--- config.mk ---
export PLATFORM = sky130hd
export DESIGN_NAME = alu_mul_seq
export DESIGN_NICKNAME = d
export VERILOG_FILES = /design/src/rtl/alu_mul_seq.sv
export SDC_FILE = /design/constraint.sdc
export NUM_CORES = 1
export LEC_CHECK = 0
export CAP_MARGIN = 10
export CORE_MARGIN = 1.5
export CORE_UTILIZATION = 46
export CTS_CLUSTER_DIAMETER = 60
export DETAILED_ROUTE_END_ITERATION = 12
export PLACE_DENSITY = 0.8
export SLEW_MARGIN = 20
export SYNTH_ARGS = -nofsm -noshare
export SYNTH_HDL_FRONTEND = slang
export SYNTH_SLANG_ARGS = --single-unit
--- constraint.sdc ---
create_clock -name clk -period 2.7 [get_ports clk]
set_clock_uncertainty 0.2 [all_clocks]
set_input_delay 0.27 -clock clk [delete_from_list [all_inputs] [get_ports clk]]
set_output_delay 0.27 -clock clk [all_outputs]
set_load 0.01 [all_outputs]
--- src/rtl/alu_mul_seq.sv ---
// alu_mul_seq: shift-add unsigned multiplier that issues one add per cycle to an external shared ALU.
// The ALU carry-out is shifted into hi[WIDTH-1], so the 2*WIDTH-bit product is exact.
module alu_mul_seq #(
  parameter int          WIDTH        = 32,
  parameter logic [3:0]  ALU_CTRL_ADD = 4'b0010
) (
  input  logic                 clk,
  input  logic                 rst_n,
  input  logic                 start_i,
  input  logic [WIDTH-1:0]     a_i,
  input  logic [WIDTH-1:0]     b_i,
  output logic                 busy_o,
  output logic                 done_o,
  output logic [2*WIDTH-1:0]   prod_o,
  output logic [WIDTH-1:0]     alu_src1_o,
  output logic [WIDTH-1:0]     alu_src2_o,
  output logic [3:0]           alu_ctrl_o,
  input  logic [WIDTH-1:0]     alu_result_i,
  input  logic                 alu_cout_i
);
  localparam int CW = $clog2(WIDTH) + 1;
  typedef enum logic [1:0] {IDLE, RUN, DONE} state_e;
  state_e               state_q;
  logic [CW-1:0]        cnt_q;
  logic [WIDTH-1:0]     mcand_q, hi_q, lo_q;
  logic                 busy_q, done_q;
  logic [2*WIDTH-1:0]   prod_q, acc_d;
  logic                 accept;
  assign accept = start_i && (state_q != RUN);
  assign acc_d  = {alu_cout_i, alu_result_i, lo_q[WIDTH-1:1]};
  always_ff @(posedge clk or negedge rst_n) begin
    if (!rst_n) begin
      state_q <= IDLE;
      cnt_q   <= '0;
      mcand_q <= '0;
      hi_q    <= '0;
      lo_q    <= '0;
      busy_q  <= 1'b0;
      done_q  <= 1'b0;
      prod_q  <= '0;
    end else if (accept) begin
      state_q <= RUN;
      cnt_q   <= '0;
      mcand_q <= a_i;
      hi_q    <= '0;
      lo_q    <= b_i;
      busy_q  <= 1'b1;
      done_q  <= 1'b0;
    end else if (state_q == RUN) begin
      {hi_q, lo_q} <= acc_d;
      cnt_q        <= cnt_q + 1'b1;
      if (cnt_q == CW'(WIDTH - 1)) begin
        state_q <= DONE;
        busy_q  <= 1'b0;
        done_q  <= 1'b1;
        prod_q  <= acc_d;
      end
    end else begin
      state_q <= IDLE;
      done_q  <= 1'b0;
    end
  end
  // ALU operands are forced to zero outside RUN so the owning datapath can use the ALU.
  assign alu_src1_o = busy_q ? hi_q : '0;
  assign alu_src2_o = (busy_q && lo_q[0]) ? mcand_q : '0;
  assign alu_ctrl_o = ALU_CTRL_ADD;
  assign busy_o     = busy_q;
  assign done_o     = done_q;
  assign prod_o     = prod_q;
endmodule

After elaboration in Yosys (flattened, before gate mapping)
Cells that the tools add are included.

Register bits: 170. Output and inout port bits: 134. Bits of input ports: 100. Word-level logic and storage cells: 37.

Mux-type cells: 17. Equality and inequality tests: 4. Reduce and logical (&&, ||, !) cells: 6. Bitwise gates (word level): 1. $add $sub $neg: 1.

Operators with widths (number): two-way mux 32 bit (6); two-way mux 6 bit (2); adder 6 x 1 -> 6 bit (second input constant) (1); == test 6 x 5 -> 1 bit (second input constant) (1); two-way mux 1 bit (6); two-way mux 2 bit (3); nonzero test 2 bit (2); != test 3 x 2 -> 1 bit (second input constant) (1); AND reduction 3 bit (1); == test 2 x 1 -> 1 bit (second input constant) (1); logical AND 1 bit (2); != test 2 x 1 -> 1 bit (second input constant) (1); AND reduction 2 bit (1); NOT 1 bit (1).

Logic depth before layout (Yosys ltp)
Gate-level depths: netlist (run 1).

Depth after elaboration: 4. Gate-level depth with buffers: 6. Gate-level depth less buffers: 4.

Worst setup path after synthesis (run 1)
Ideal clock, no wire load.

Path kind: reg2reg. Start point: register cnt_q[0]. End point: register prod_q[26], in the netlist prod_o[26]. Cell stages (with the launch flop): 7. Clock period less this slack: 1.959 ns. Slack: 0.741 ns. Library setup time: 0.127 ns. Data arrival time: 1.632 ns. Data required time: 2.373 ns. Path buffers: 2. Cell sequence: dfrtp_1 ha_1 nand3b_4 nor4b_4 buf_4 buf_6 mux2_1.

Word-level cells in the longest chain between the ends: 2.

Ends and longest elaborated chain: start, declared (line 24) `logic [CW-1:0] cnt_q;`; start signal, assigned (line 51) `cnt_q <= cnt_q + 1'b1;`; == test 6 x 5 -> 1 bit (line 52) `if (cnt_q == CW'(WIDTH - 1)) begin`; AND reduction 3 bit (no line); end signal, assigned (line 40) `prod_q <= '0;`; end signal, assigned (line 56) `prod_q <= acc_d;`; end, declared (line 27) `logic [2*WIDTH-1:0] prod_q, acc_d;`.

Every way passes these cells. A chain may end at the register's enable or synchronous reset.

Worst setup path in the final report (run 1)
Start point: register lo_q[0]. End point: output alu_src2_o[23].

Word-level cells in the longest chain between the ends: 2.

Ends and longest elaborated chain: start, declared (line 25) `logic [WIDTH-1:0] mcand_q, hi_q, lo_q;`; start signal, assigned (line 46) `lo_q <= b_i;`; logical AND 1 bit (line 65) `assign alu_src2_o = (busy_q && lo_q[0]) ? mcand_q : '0;`; two-way mux 32 bit (line 65); end, declared (line 16) `output logic [WIDTH-1:0] alu_src2_o,`.

Every way passes these cells.

==> run_summary.xml, run 1 <==
<?xml version="1.0" encoding="UTF-8"?>
<metrics>
  <group name="synthesis">
    <metric name="synthDominantCellAreaShare" unit="%">59.1</metric>
    <metric name="netlist_top_cells_count" unit="">169 x sky130_fd_sc_hd__dfrtp_1, 100 x sky130_fd_sc_hd__nand2_1, 69 x sky130_fd_sc_hd__o21ai_0</metric>
    <metric name="synth-async-reset-ratio" unit="%">100</metric>
    <metric name="synth_flop_cell" unit="">sky130_fd_sc_hd__dfrtp_1</metric>
    <metric name="synthesis.instances" unit="">599</metric>
    <metric name="number_of_flops_mapped_to_enable_cells_by_yosys" unit="">0</metric>
    <metric name="syn-cell-area" unit="mm^2">0.00716</metric>
    <metric name="avgSynthCellArea" unit="um^2">11.9</metric>
    <metric name="yosys.cell_types.count" unit="">26</metric>
    <metric name="yosysTopAreaCell" unit="">sky130_fd_sc_hd__dfrtp_1</metric>
    <metric name="synth.most_common_cell" unit="">sky130_fd_sc_hd__dfrtp_1</metric>
    <metric name="ys_seq_elements" unit="">169</metric>
    <metric name="synthesis.yosys.warnings" unit="">0</metric>
    <metric name="synth.yosys.seq_area_share" unit="%">59.1</metric>
    <metric name="netlist_top_cells_area" unit="">sky130_fd_sc_hd__dfrtp_1 59%, sky130_fd_sc_hd__mux2_2 10%, sky130_fd_sc_hd__nand2_1 5.2%, sky130_fd_sc_hd__mux2i_1 4.9%, sky130_fd_sc_hd__o21ai_0 4.8%</metric>
  </group>
  <group name="pwr">
    <metric name="cellInternalPower" unit="mW">7.38</metric>
    <metric name="power.clock.fraction" unit="%">20.2</metric>
    <metric name="power.share.sequential" unit="%">40.3</metric>
    <metric name="swShare" unit="%">31.6</metric>
    <metric name="switching_power" unit="mW">3.42</metric>
    <metric name="leakage_power_summed_over_all_cells" unit="nW">4.48</metric>
    <metric name="power.total" unit="mW">10.8</metric>
    <metric name="comb_power_share" unit="%">39.6</metric>
    <metric name="cellPowerDensity" unit="mW/mm^2">1060</metric>
    <metric name="vdd_ir_drop_max" unit="uV">544</metric>
  </group>
  <group name="final_layout">
    <metric name="final_cell_count_no_fill" unit="">1014</metric>
    <metric name="layout.core_utilization" unit="%">66.7</metric>
    <metric name="fin_area" unit="mm^2">0.0101</metric>
    <metric name="number_of_antenna_diodes" unit="">0</metric>
    <metric name="synthToLayoutAreaGrowth" unit="%">41.8</metric>
    <metric name="layout_cell_share_with_drive_strength_beyond_1" unit="%">13.3</metric>
    <metric name="nets_finish" unit="">915</metric>
    <metric name="nFillCells" unit="">1132</metric>
  </group>
  <group name="setup_path">
    <metric name="cp_slowest_stage_delay" unit="ns">0.63</metric>
    <metric name="crit_chain" unit="">and3_1 &gt; clkdlybuf4s50_1</metric>
    <metric name="timing.critical_path.depth" unit="">2</metric>
    <metric name="crit_path_max_fanout" unit="">33</metric>
    <metric name="timing_worst_setup_path_type" unit="">reg2out</metric>
    <metric name="critPathLaunchType" unit="">register</metric>
    <metric name="critPathBufInv" unit="">1</metric>
    <metric name="critPathArrivalTime" unit="ns">1.84</metric>
    <metric name="critPathCapture" unit="">alu_src2_o[23]</metric>
    <metric name="crit_required" unit="ns">2.23</metric>
    <metric name="cp_top_family" unit="">flip-flops</metric>
    <metric name="slowest_stage_cell_crit_path" unit="">sky130_fd_sc_hd__dfrtp_2</metric>
    <metric name="setup.worst_path.end_class" unit="">primary output</metric>
    <metric name="worst_r2r_path_depth" unit="">5</metric>
    <metric name="worst_setup_path_startpoint" unit="">lo_q[0]</metric>
    <metric name="rr_endpoint" unit="">prod_o[47]</metric>
    <metric name="regToRegStartpoint" unit="">cnt_q[0]</metric>
    <metric name="reg2reg_setup_slack" unit="ns">0.48</metric>
  </group>
  <group name="grt">
    <metric name="grt_first_pass_wirelength" unit="mm">27.6</metric>
    <metric name="grt_max_degree" unit="">87</metric>
    <metric name="grt_overflow_total" unit="">0</metric>
    <metric name="all_layer_gr_usage" unit="%">21.5</metric>
    <metric name="grt_pass1_vias" unit="">5500</metric>
    <metric name="antenna_found_initial" unit="">0</metric>
  </group>
  <group name="min_path">
    <metric name="holdCritPathClass" unit="">in2async</metric>
  </group>
  <group name="clock_tree">
    <metric name="max-clock-path-buffers" unit="">2</metric>
    <metric name="clockRootBuffer" unit="">sky130_fd_sc_hd__clkbuf_16</metric>
    <metric name="cts_htree_levels" unit="">4</metric>
    <metric name="clock_tree_from_tritoncts" unit="">built</metric>
    <metric name="tritoncts_num_sinks" unit="">169</metric>
    <metric name="tritoncts.num_buffers" unit="">17</metric>
    <metric name="path_clk_slew" unit="ns">0.06</metric>
    <metric name="cts_setup_buffers" unit="">0</metric>
    <metric name="insertion_delay" unit="ns">0.42</metric>
  </group>
  <group name="timing">
    <metric name="final_hold_viol_count" unit="">0</metric>
    <metric name="slew_headroom" unit="%">60.6</metric>
    <metric name="transition_time_of_the_tightest_slew_check_pin" unit="ns">0.591</metric>
    <metric name="fin_crit" unit="ns">2.31</metric>
    <metric name="max_freq" unit="MHz">433</metric>
    <metric name="report.final.setup_viol" unit="">0</metric>
    <metric name="final_min_period_over_clock_period" unit="%">85.6</metric>
    <metric name="rsz0062_at_grt" unit="">no</metric>
    <metric name="tns" unit="ns">0</metric>
    <metric name="fin_ws" unit="ns">0.388</metric>
    <metric name="slew_violations" unit="">0</metric>
    <metric name="fin_hold_ws" unit="ns">0.203</metric>
  </group>
  <group name="job">
    <metric name="max_cap_viol_count" unit="">0</metric>
  </group>
  <group name="drt">
    <metric name="routed_wire_length_per_instance" unit="um">16.5</metric>
    <metric name="first_iter_violations" unit="">178</metric>
    <metric name="drt_wirelength" unit="mm">16.8</metric>
    <metric name="first_pass_iters" unit="">4</metric>
    <metric name="route.detailed.vias_per_inst" unit="">5.08</metric>
    <metric name="antenna_left" unit="">0</metric>
    <metric name="vias" unit="">5151</metric>
    <metric name="route.detailed.drc" unit="">0</metric>
  </group>
  <group name="floorplanning">
    <metric name="initial_utilization" unit="%">47.1</metric>
    <metric name="boundaryPins" unit="">234</metric>
    <metric name="die_y" unit="um">128</metric>
    <metric name="die_area" unit="mm^2">0.0163</metric>
    <metric name="die_wd" unit="um">128</metric>
    <metric name="std_cell_rows" unit="">45</metric>
    <metric name="core" unit="mm^2">0.0152</metric>
  </group>
  <group name="place">
    <metric name="placed_cell_area" unit="mm^2">0.00960</metric>
    <metric name="dp.final_hpwl" unit="mm">11.6</metric>
    <metric name="port-buffer-count" unit="">229</metric>
    <metric name="dp_slack" unit="ns">0.534</metric>
    <metric name="gp_congestion" unit="">0.781</metric>
    <metric name="dp_cells" unit="">981</metric>
  </group>
  <group name="outcome">
    <metric name="run_status" unit="">completed</metric>
  </group>
</metrics>
worst reg2reg max path, cell delays in order (launching register included):
cell,delay (ns)
sky130_fd_sc_hd__dfrtp_1,0.38
sky130_fd_sc_hd__ha_1,0.24
sky130_fd_sc_hd__nand3b_4,0.11
sky130_fd_sc_hd__nor4b_4,0.34
sky130_fd_sc_hd__buf_12,0.37
sky130_fd_sc_hd__mux2_1,0.45
worst min-delay path by stage:
stage / cells past startpoint / endpoint / start
after floorplan: 0 / busy_o / rst_n
after global placement: 1 / prod_o[24] / rst_n
after detailed placement: 1 / lo_q[24] / rst_n
after CTS: 2 / lo_q[24] / rst_n
after global routing: 3 / hi_q[31] / alu_cout_i
final: 2 / prod_o[22] / rst_n
layer usage:
| metal | vias to the layer above | part of all wire [%] | global-route usage [%] |
|---|---|---|---|
| met3 | 21 | 7.5 | 7.43 |
| met2 | 166 | 49 | 36.6 |
| li1 | 2463 | - | - |
| met1 | 2501 | 42 | 25.8 |
| met5 | - | 0 | 0 |
| met4 | 0 | 1.5 | 7.01 |
cell type report:
type                            count  area, um^2  share of cell area [%]
Inverter                            1        3.75                  0.0370
Timing Repair Buffer              242        2450                    24.2
Multi-Input combinational cell    383        2700                    26.6
Sequential cell                   169        4230                    41.7
Tap cell                          188         235                    2.32
Clock buffer                       24         482                    4.75
Clock inverter                      7        45.0                   0.444
cell usage in the layout (no fill, tap or decap), drive strengths merged:
master	Yosys	routed
clkdlybuf4s50	0	227
dfrtp	169	169
nand2	100	100
mux2	96	96
o21ai	69	69
mux2i	35	35
and3	32	32
and2	32	32
clkbuf	22	24
buf	26	13
conb	2	4
clkinvlp	0	4
a21oi	3	3
clkinv	0	3
nand3	2	2
nor2	2	2
dlygate4sd3	0	2
nand2b	1	1
nor2b	1	1
inv	1	1
nand3b	1	1
nor4b	1	1
nand4	1	1
xor2	1	1
nor3	1	1
ha	1	1
cell families after synthesis:
group | Yosys count | share of synthesized area (%)
AO/OA/AOI/OAI | 72 | 5.03
XOR/XNOR | 1 | 0.122
adder cells (fa/ha/maj) | 1 | 0.175
buffers and inverters | 49 | 3.44
flip-flops | 169 | 59.1
multiplexers | 131 | 20.0
other | 2 | 0.105
AND/OR/NAND/NOR | 174 | 12.0
state kept, by name, indices dropped and copies added, names as in the netlist:
signal / flops
prod_o: 64
hi_q: 32
lo_q: 32
mcand_q: 32
cnt_q: 6
busy_o: 1
done_o: 1
state_q: 1
power by group through the flow:
stage / Sequential, mW / Clock [mW] / Combinational (mW)
floorplan: 4.39 / 0 / 1.93
global placement: 4.30 / 0 / 4.18
detailed placement: 4.37 / 0 / 4.31
CTS: 4.35 / 2.23 / 4.33
global route: 4.51 / 2.34 / 4.64
finish: 4.35 / 2.18 / 4.27
what timing repair did:
item | in CTS | in global routing
gates resized for setup | 0 | 1
hold buffers | 2 | 0
endpoints found under the setup margin | 0 | 11
hold endpoints to repair | 58 | 0
Power figures use the tool's default switching activity.
==> run 2: changes to the inputs <==
--- a/config.mk
+++ b/config.mk
@@ -5,12 +5,14 @@
 export SDC_FILE = /design/constraint.sdc
 export NUM_CORES = 1
 export LEC_CHECK = 0
+export ABC_CLOCK_PERIOD_IN_PS = 2700
 export CAP_MARGIN = 10
 export CORE_MARGIN = 1.5
 export CORE_UTILIZATION = 46
 export CTS_CLUSTER_DIAMETER = 60
 export DETAILED_ROUTE_END_ITERATION = 12
 export PLACE_DENSITY = 0.8
+export RECOVER_POWER = 50
 export SLEW_MARGIN = 20
 export SYNTH_ARGS = -nofsm -noshare
 export SYNTH_HDL_FRONTEND = slang
==> run 2 against run 1 <==
Net effect: design area down 0.31%; first-iteration DRC count down 3.4%; routed wire length up 0.30%; flip-flop and latch count unchanged; critical path type unchanged.
==> run_summary.xml, run 2 (synthesis gave the netlist of run 1 again) <==
<?xml version="1.0" encoding="UTF-8"?>
<metrics>
  <group name="outcome">
    <metric name="run_status" unit="">completed</metric>
  </group>
  <group name="clock_tree">
    <metric name="tritoncts_num_sinks" unit="">169</metric>
    <metric name="cts_htree_levels" unit="">4</metric>
    <metric name="tritoncts.num_buffers" unit="">17</metric>
    <metric name="clock_tree_from_tritoncts" unit="">built</metric>
    <metric name="cts_setup_buffers" unit="">0</metric>
    <metric name="clockRootBuffer" unit="">sky130_fd_sc_hd__clkbuf_16</metric>
    <metric name="path_clk_slew" unit="ns">0.06</metric>
    <metric name="max-clock-path-buffers" unit="">2</metric>
    <metric name="insertion_delay" unit="ns">0.42</metric>
  </group>
  <group name="setup_path">
    <metric name="crit_required" unit="ns">2.23</metric>
    <metric name="critPathLaunchType" unit="">register</metric>
    <metric name="timing_worst_setup_path_type" unit="">reg2out</metric>
    <metric name="critPathArrivalTime" unit="ns">1.84</metric>
    <metric name="setup.worst_path.end_class" unit="">primary output</metric>
    <metric name="crit_path_max_fanout" unit="">33</metric>
  </group>
  <group name="pwr">
    <metric name="leakage_power_summed_over_all_cells" unit="nW">4.46</metric>
    <metric name="switching_power" unit="mW">3.40</metric>
    <metric name="swShare" unit="%">31.6</metric>
    <metric name="power.share.sequential" unit="%">40.3</metric>
    <metric name="cellInternalPower" unit="mW">7.36</metric>
    <metric name="power.clock.fraction" unit="%">20.2</metric>
    <metric name="comb_power_share" unit="%">39.4</metric>
    <metric name="cellPowerDensity" unit="mW/mm^2">1060</metric>
    <metric name="vdd_ir_drop_max" unit="uV">543</metric>
    <metric name="power.total" unit="mW">10.8</metric>
  </group>
  <group name="grt">
    <metric name="grt_pass1_vias" unit="">5500</metric>
    <metric name="grt_overflow_total" unit="">0</metric>
    <metric name="grt_first_pass_wirelength" unit="mm">27.6</metric>
    <metric name="grt_max_degree" unit="">87</metric>
    <metric name="antenna_found_initial" unit="">0</metric>
    <metric name="all_layer_gr_usage" unit="%">21.5</metric>
  </group>
  <group name="drt">
    <metric name="routed_wire_length_per_instance" unit="um">16.6</metric>
    <metric name="drt_wirelength" unit="mm">16.8</metric>
    <metric name="route.detailed.drc" unit="">0</metric>
    <metric name="first_pass_iters" unit="">4</metric>
    <metric name="vias" unit="">5170</metric>
    <metric name="first_iter_violations" unit="">172</metric>
    <metric name="antenna_left" unit="">0</metric>
    <metric name="route.detailed.vias_per_inst" unit="">5.10</metric>
  </group>
  <group name="place">
    <metric name="gp_congestion" unit="">0.781</metric>
    <metric name="dp_slack" unit="ns">0.534</metric>
    <metric name="placed_cell_area" unit="mm^2">0.00960</metric>
    <metric name="dp.final_hpwl" unit="mm">11.6</metric>
    <metric name="port-buffer-count" unit="">229</metric>
  </group>
  <group name="floorplanning">
    <metric name="std_cell_rows" unit="">45</metric>
    <metric name="initial_utilization" unit="%">47.1</metric>
    <metric name="die_wd" unit="um">128</metric>
    <metric name="die_area" unit="mm^2">0.0163</metric>
    <metric name="boundaryPins" unit="">234</metric>
    <metric name="core" unit="mm^2">0.0152</metric>
    <metric name="die_y" unit="um">128</metric>
  </group>
  <group name="timing">
    <metric name="transition_time_of_the_tightest_slew_check_pin" unit="ns">1.47</metric>
    <metric name="final_hold_viol_count" unit="">0</metric>
    <metric name="final_min_period_over_clock_period" unit="%">85.6</metric>
    <metric name="fin_crit" unit="ns">2.31</metric>
    <metric name="max_freq" unit="MHz">433</metric>
    <metric name="slew_headroom" unit="%">2.19</metric>
    <metric name="slew_violations" unit="">0</metric>
    <metric name="rsz0062_at_grt" unit="">no</metric>
    <metric name="report.final.setup_viol" unit="">0</metric>
    <metric name="fin_ws" unit="ns">0.389</metric>
    <metric name="tns" unit="ns">0</metric>
  </group>
  <group name="final_layout">
    <metric name="final_common_cell" unit="">sky130_fd_sc_hd__clkdlybuf4s50_1</metric>
    <metric name="flip_flop_count_of_the_largest_register_all_copies_and_words_added" unit="">64</metric>
    <metric name="layout.core_utilization" unit="%">66.5</metric>
    <metric name="number_of_antenna_diodes" unit="">0</metric>
    <metric name="layout_cell_share_with_drive_strength_beyond_1" unit="%">13.1</metric>
    <metric name="final_cell_mix" unit="">225 x sky130_fd_sc_hd__clkdlybuf4s50_1, 168 x sky130_fd_sc_hd__dfrtp_1, 100 x sky130_fd_sc_hd__nand2_1</metric>
    <metric name="synthToLayoutAreaGrowth" unit="%">41.3</metric>
    <metric name="fin_area" unit="mm^2">0.0101</metric>
    <metric name="nets_finish" unit="">915</metric>
  </group>
  <group name="job">
    <metric name="max_cap_viol_count" unit="">0</metric>
  </group>
  <group name="min_path">
    <metric name="holdCritPathClass" unit="">in2reg</metric>
  </group>
</metrics>
run 2: area by class of cell:
type / count / area, um^2
Timing Repair Buffer: 242 / 2430
Clock inverter: 7 / 45.0
Tap cell: 188 / 235
Inverter: 1 / 3.75
Clock buffer: 24 / 482
Sequential cell: 169 / 4230
Multi-Input combinational cell: 383 / 2680
Fill cell: 1137 / 5090
run 2: path summary, 6_finish.rpt:
check,startpoint,to,slack (ns),cells after the start
min in group asynchronous,rst_n,prod_o[23],0.55,2
max in group asynchronous,rst_n,hi_q[29],0.48,3
setup / recovery,lo_q[0],alu_src2_o[23],0.39,2
setup reg to reg,cnt_q[0],prod_o[47],0.44,5
hold / removal,alu_result_i[27],hi_q[26],0.24,3
hold reg to reg,cnt_q[4],cnt_q[4],0.27,1
run 2: power groups by stage:
stage | logic, mW | registers [mW] | clock network (mW)
CTS | 4.33 | 4.35 | 2.23
global placement | 4.18 | 4.30 | 0
floorplan | 1.93 | 4.39 | 0
finish | 4.25 | 4.34 | 2.18
detailed placement | 4.31 | 4.37 | 0
global route | 4.62 | 4.51 | 2.34
run 2: repair_timing:
action                     CTS  global route
hold buffers                 2             0
setup endpoints to repair    0            11
resized for setup            0             1
hold endpoints to repair    58             0
run 2: layer usage:
metal | up-vias | wire (um) | global-route usage, %
li1 | 2459 | - | -
met1 | 2514 | 6970 | 25.8
met2 | 176 | 8330 | 36.6
met3 | 21 | 1270 | 7.43
met4 | 0 | 261 | 7.01
met5 | - | 0 | 0
run 2: worst max-delay path, stage by stage, from the launching register on:
cell                              delay (ns)
sky130_fd_sc_hd__dfrtp_2                0.63
sky130_fd_sc_hd__and3_1                 0.24
sky130_fd_sc_hd__clkdlybuf4s50_1        0.55
run 2: through the flow:
step | hold slack (ns) | std cells
global route | 0.231 | 1014
detailed placement | 0.0811 | 981
finish | 0.235 | 1014
floorplan | -0.226 | 601
global placement | 0.0754 | 981
CTS | 0.189 | 1014
==> run 3: changes to the inputs <==
--- a/config.mk
+++ b/config.mk
@@ -8,10 +8,9 @@
 export ABC_CLOCK_PERIOD_IN_PS = 2700
 export CAP_MARGIN = 10
 export CORE_MARGIN = 1.5
-export CORE_UTILIZATION = 46
+export CORE_UTILIZATION = 24
 export CTS_CLUSTER_DIAMETER = 60
 export DETAILED_ROUTE_END_ITERATION = 12
-export PLACE_DENSITY = 0.8
 export RECOVER_POWER = 50
 export SLEW_MARGIN = 20
 export SYNTH_ARGS = -nofsm -noshare
==> run 3 against run 2 <==
Net effect: non-clock buffer count grew 3; critical path depth up 1; register-to-register slack improved by 0.07 ns; first-iteration DRC count increased by 31%; die area rose by 89%; sequential share of layout area is 1.6 points lower; combinational power shrank 2%; routed wire length grew 9.5%; setup slack got worse by 0.17 ns; via count shrank 0.54%; largest power group unchanged.
==> run_summary.xml, run 3 (synthesis gave the netlist of run 1 again) <==
<?xml version="1.0" encoding="UTF-8"?>
<metrics>
  <group name="final_layout">
    <metric name="layout.core_utilization" unit="%">35.7</metric>
    <metric name="regArea" unit="mm^2">0.00423</metric>
    <metric name="final_common_cell" unit="">sky130_fd_sc_hd__clkdlybuf4s50_1</metric>
    <metric name="flip_flop_count_of_the_largest_register_all_copies_and_words_added" unit="">64</metric>
    <metric name="nFillCells" unit="">2966</metric>
    <metric name="layout_cell_share_with_drive_strength_beyond_1" unit="%">13.5</metric>
    <metric name="multi_input_area" unit="mm^2">0.00268</metric>
    <metric name="synthToLayoutAreaGrowth" unit="%">47.0</metric>
    <metric name="number_of_antenna_diodes" unit="">0</metric>
    <metric name="final_cell_mix" unit="">169 x sky130_fd_sc_hd__clkdlybuf4s50_1, 168 x sky130_fd_sc_hd__dfrtp_1, 100 x sky130_fd_sc_hd__nand2_1</metric>
    <metric name="nets_finish" unit="">918</metric>
  </group>
  <group name="timing">
    <metric name="final_min_period_over_clock_period" unit="%">92.0</metric>
    <metric name="slew_violations" unit="">0</metric>
    <metric name="rsz0062_at_grt" unit="">no</metric>
    <metric name="fin_crit" unit="ns">2.48</metric>
    <metric name="max_freq" unit="MHz">403</metric>
    <metric name="slew_headroom" unit="%">14.4</metric>
    <metric name="final_hold_viol_count" unit="">0</metric>
    <metric name="report.final.setup_viol" unit="">0</metric>
    <metric name="tns" unit="ns">0</metric>
    <metric name="fin_hold_ws" unit="ns">0.217</metric>
    <metric name="transition_time_of_the_tightest_slew_check_pin" unit="ns">1.28</metric>
  </group>
  <group name="drt">
    <metric name="antenna_left" unit="">0</metric>
    <metric name="drt_wirelength" unit="mm">18.4</metric>
    <metric name="vias" unit="">5142</metric>
    <metric name="routed_wire_length_per_instance" unit="um">15.1</metric>
    <metric name="route.detailed.vias_per_inst" unit="">4.22</metric>
    <metric name="route.detailed.drc" unit="">0</metric>
    <metric name="first_iter_violations" unit="">225</metric>
    <metric name="first_pass_iters" unit="">4</metric>
  </group>
  <group name="min_path">
    <metric name="holdCritPathClass" unit="">in2async</metric>
  </group>
  <group name="pwr">
    <metric name="vdd_ir_drop_max" unit="uV">391</metric>
    <metric name="cellPowerDensity" unit="mW/mm^2">1060</metric>
    <metric name="leakage_power_summed_over_all_cells" unit="nW">4.52</metric>
    <metric name="power.total" unit="mW">11.1</metric>
  </group>
  <group name="setup_path">
    <metric name="critPathLaunchType" unit="">register</metric>
    <metric name="rr_endpoint" unit="">hi_q[27]</metric>
    <metric name="crit_required" unit="ns">2.23</metric>
    <metric name="reg2reg_setup_slack" unit="ns">0.51</metric>
    <metric name="regToRegStartpoint" unit="">done_o</metric>
    <metric name="critPathArrivalTime" unit="ns">2.01</metric>
    <metric name="setup.worst_path.end_class" unit="">primary output</metric>
    <metric name="crit_path_max_fanout" unit="">44</metric>
    <metric name="worst_r2r_path_depth" unit="">3</metric>
    <metric name="timing_worst_setup_path_type" unit="">reg2out</metric>
  </group>
  <group name="outcome">
    <metric name="run_status" unit="">completed</metric>
  </group>
  <group name="clock_tree">
    <metric name="tritoncts_num_sinks" unit="">169</metric>
    <metric name="path_clk_slew" unit="ns">0.07</metric>
    <metric name="tritoncts.num_buffers" unit="">17</metric>
    <metric name="max-clock-path-buffers" unit="">2</metric>
    <metric name="post_cts.resized_instances" unit="">0</metric>
    <metric name="insertion_delay" unit="ns">0.41</metric>
    <metric name="cts_htree_levels" unit="">4</metric>
    <metric name="clockRootBuffer" unit="">sky130_fd_sc_hd__clkbuf_16</metric>
    <metric name="clock_tree_from_tritoncts" unit="">built</metric>
  </group>
  <group name="place">
    <metric name="port-buffer-count" unit="">229</metric>
    <metric name="dp.final_hpwl" unit="mm">12.5</metric>
    <metric name="gp_congestion" unit="">0.713</metric>
  </group>
  <group name="grt">
    <metric name="grt_first_pass_wirelength" unit="mm">29.2</metric>
    <metric name="antenna_found_initial" unit="">0</metric>
    <metric name="grt_max_degree" unit="">69</metric>
    <metric name="grt_overflow_total" unit="">0</metric>
    <metric name="all_layer_gr_usage" unit="%">12.1</metric>
    <metric name="grt_pass1_vias" unit="">5122</metric>
  </group>
  <group name="floorplanning">
    <metric name="die_wd" unit="um">176</metric>
    <metric name="boundaryPins" unit="">234</metric>
    <metric name="std_cell_rows" unit="">63</metric>
    <metric name="die_y" unit="um">176</metric>
    <metric name="initial_utilization" unit="%">24.3</metric>
    <metric name="core" unit="mm^2">0.0295</metric>
    <metric name="die_area" unit="mm^2">0.0309</metric>
  </group>
  <group name="job">
    <metric name="max_cap_viol_count" unit="">0</metric>
  </group>
</metrics>
==> run 3: cell types whose count changed in the layout (fill, tap and decap cells not counted) <==
cell / change
sky130_fd_sc_hd__bufinv_16: +5
sky130_fd_sc_hd__clkinv_2: -1
sky130_fd_sc_hd__clkbuf_1: -1
sky130_fd_sc_hd__clkdlybuf4s50_1: -56
sky130_fd_sc_hd__buf_12: +2
sky130_fd_sc_hd__dlygate4sd3_1: +56
sky130_fd_sc_hd__inv_6: +1
sky130_fd_sc_hd__clkinvlp_4: -3
sky130_fd_sc_hd__nor2b_2: +1
sky130_fd_sc_hd__clkinv_4: +2
sky130_fd_sc_hd__nor2b_4: -1
sky130_fd_sc_hd__clkbuf_8: -2
==> run 3: final cells by class <==
type	instances	share of cell area (%)
flip-flops and latches	169	40.2
inverters	1	0.0357
multi-input cells	383	25.5
well taps	390	4.64
repair buffers	245	23.6
clock buffers	20	4.25
clock inverters	11	1.84
==> run 3: worst max-delay path, cell delays in order, from the launching register on <==
cell	delay (ns)
sky130_fd_sc_hd__dfrtp_2	0.60
sky130_fd_sc_hd__buf_12	0.25
sky130_fd_sc_hd__and3_1	0.19
sky130_fd_sc_hd__clkdlybuf4s50_1	0.54
==> run 3: routing by layer <==
metal | vias up | part of all wire (%) | global-route usage (%) | wire [um]
met1 | 2554 | 44 | 15.1 | 8030
met2 | 118 | 49 | 19.8 | 8970
li1 | 2455 | - | - | -
met4 | 0 | 1.3 | 3.42 | 242
met5 | - | 0 | 0 | 0
met3 | 15 | 6.4 | 4.11 | 1180
==> run 3: how the worst max path moves through the flow <==
stage | start | endpoint
2_1_floorplan | cnt_q[0] | prod_o[26]
3_3_place_gp | cnt_q[0] | prod_o[8]
3_5_place_dp | cnt_q[0] | prod_o[19]
4_1_cts | busy_o | alu_src2_o[11]
5_1_grt | busy_o | alu_src2_o[6]
6_report | busy_o | alu_src2_o[11]
==> run 3: report_power, final <==
group,switching (mW),internal (mW),total (mW),leakage (nW)
Sequential,0.640,3.65,4.29,1.97
Combinational,1.80,2.36,4.16,2.24
Clock,1.02,1.67,2.69,0.310
Total,3.46,7.68,11.1,4.52
==> run 3: timing repair <==
item | 4_1_cts | 5_1_grt
buffers inserted | 0 | 0
endpoints found under the hold margin | 66 | 0
hold buffers | 2 | 0
==> run 3: per-stage QoR <==
| stage | instances | setup WS, ns | cell area [um^2] |
|---|---|---|---|
| after floorplan | 601 | 0.741 | 7160 |
| after global placement | 1186 | 0.575 | 9910 |
| after detailed placement | 1186 | 0.521 | 9910 |
| after CTS | 1219 | 0.147 | 10600 |
| after global routing | 1219 | 0.0565 | 10500 |
| final | 1219 | 0.216 | 10500 |
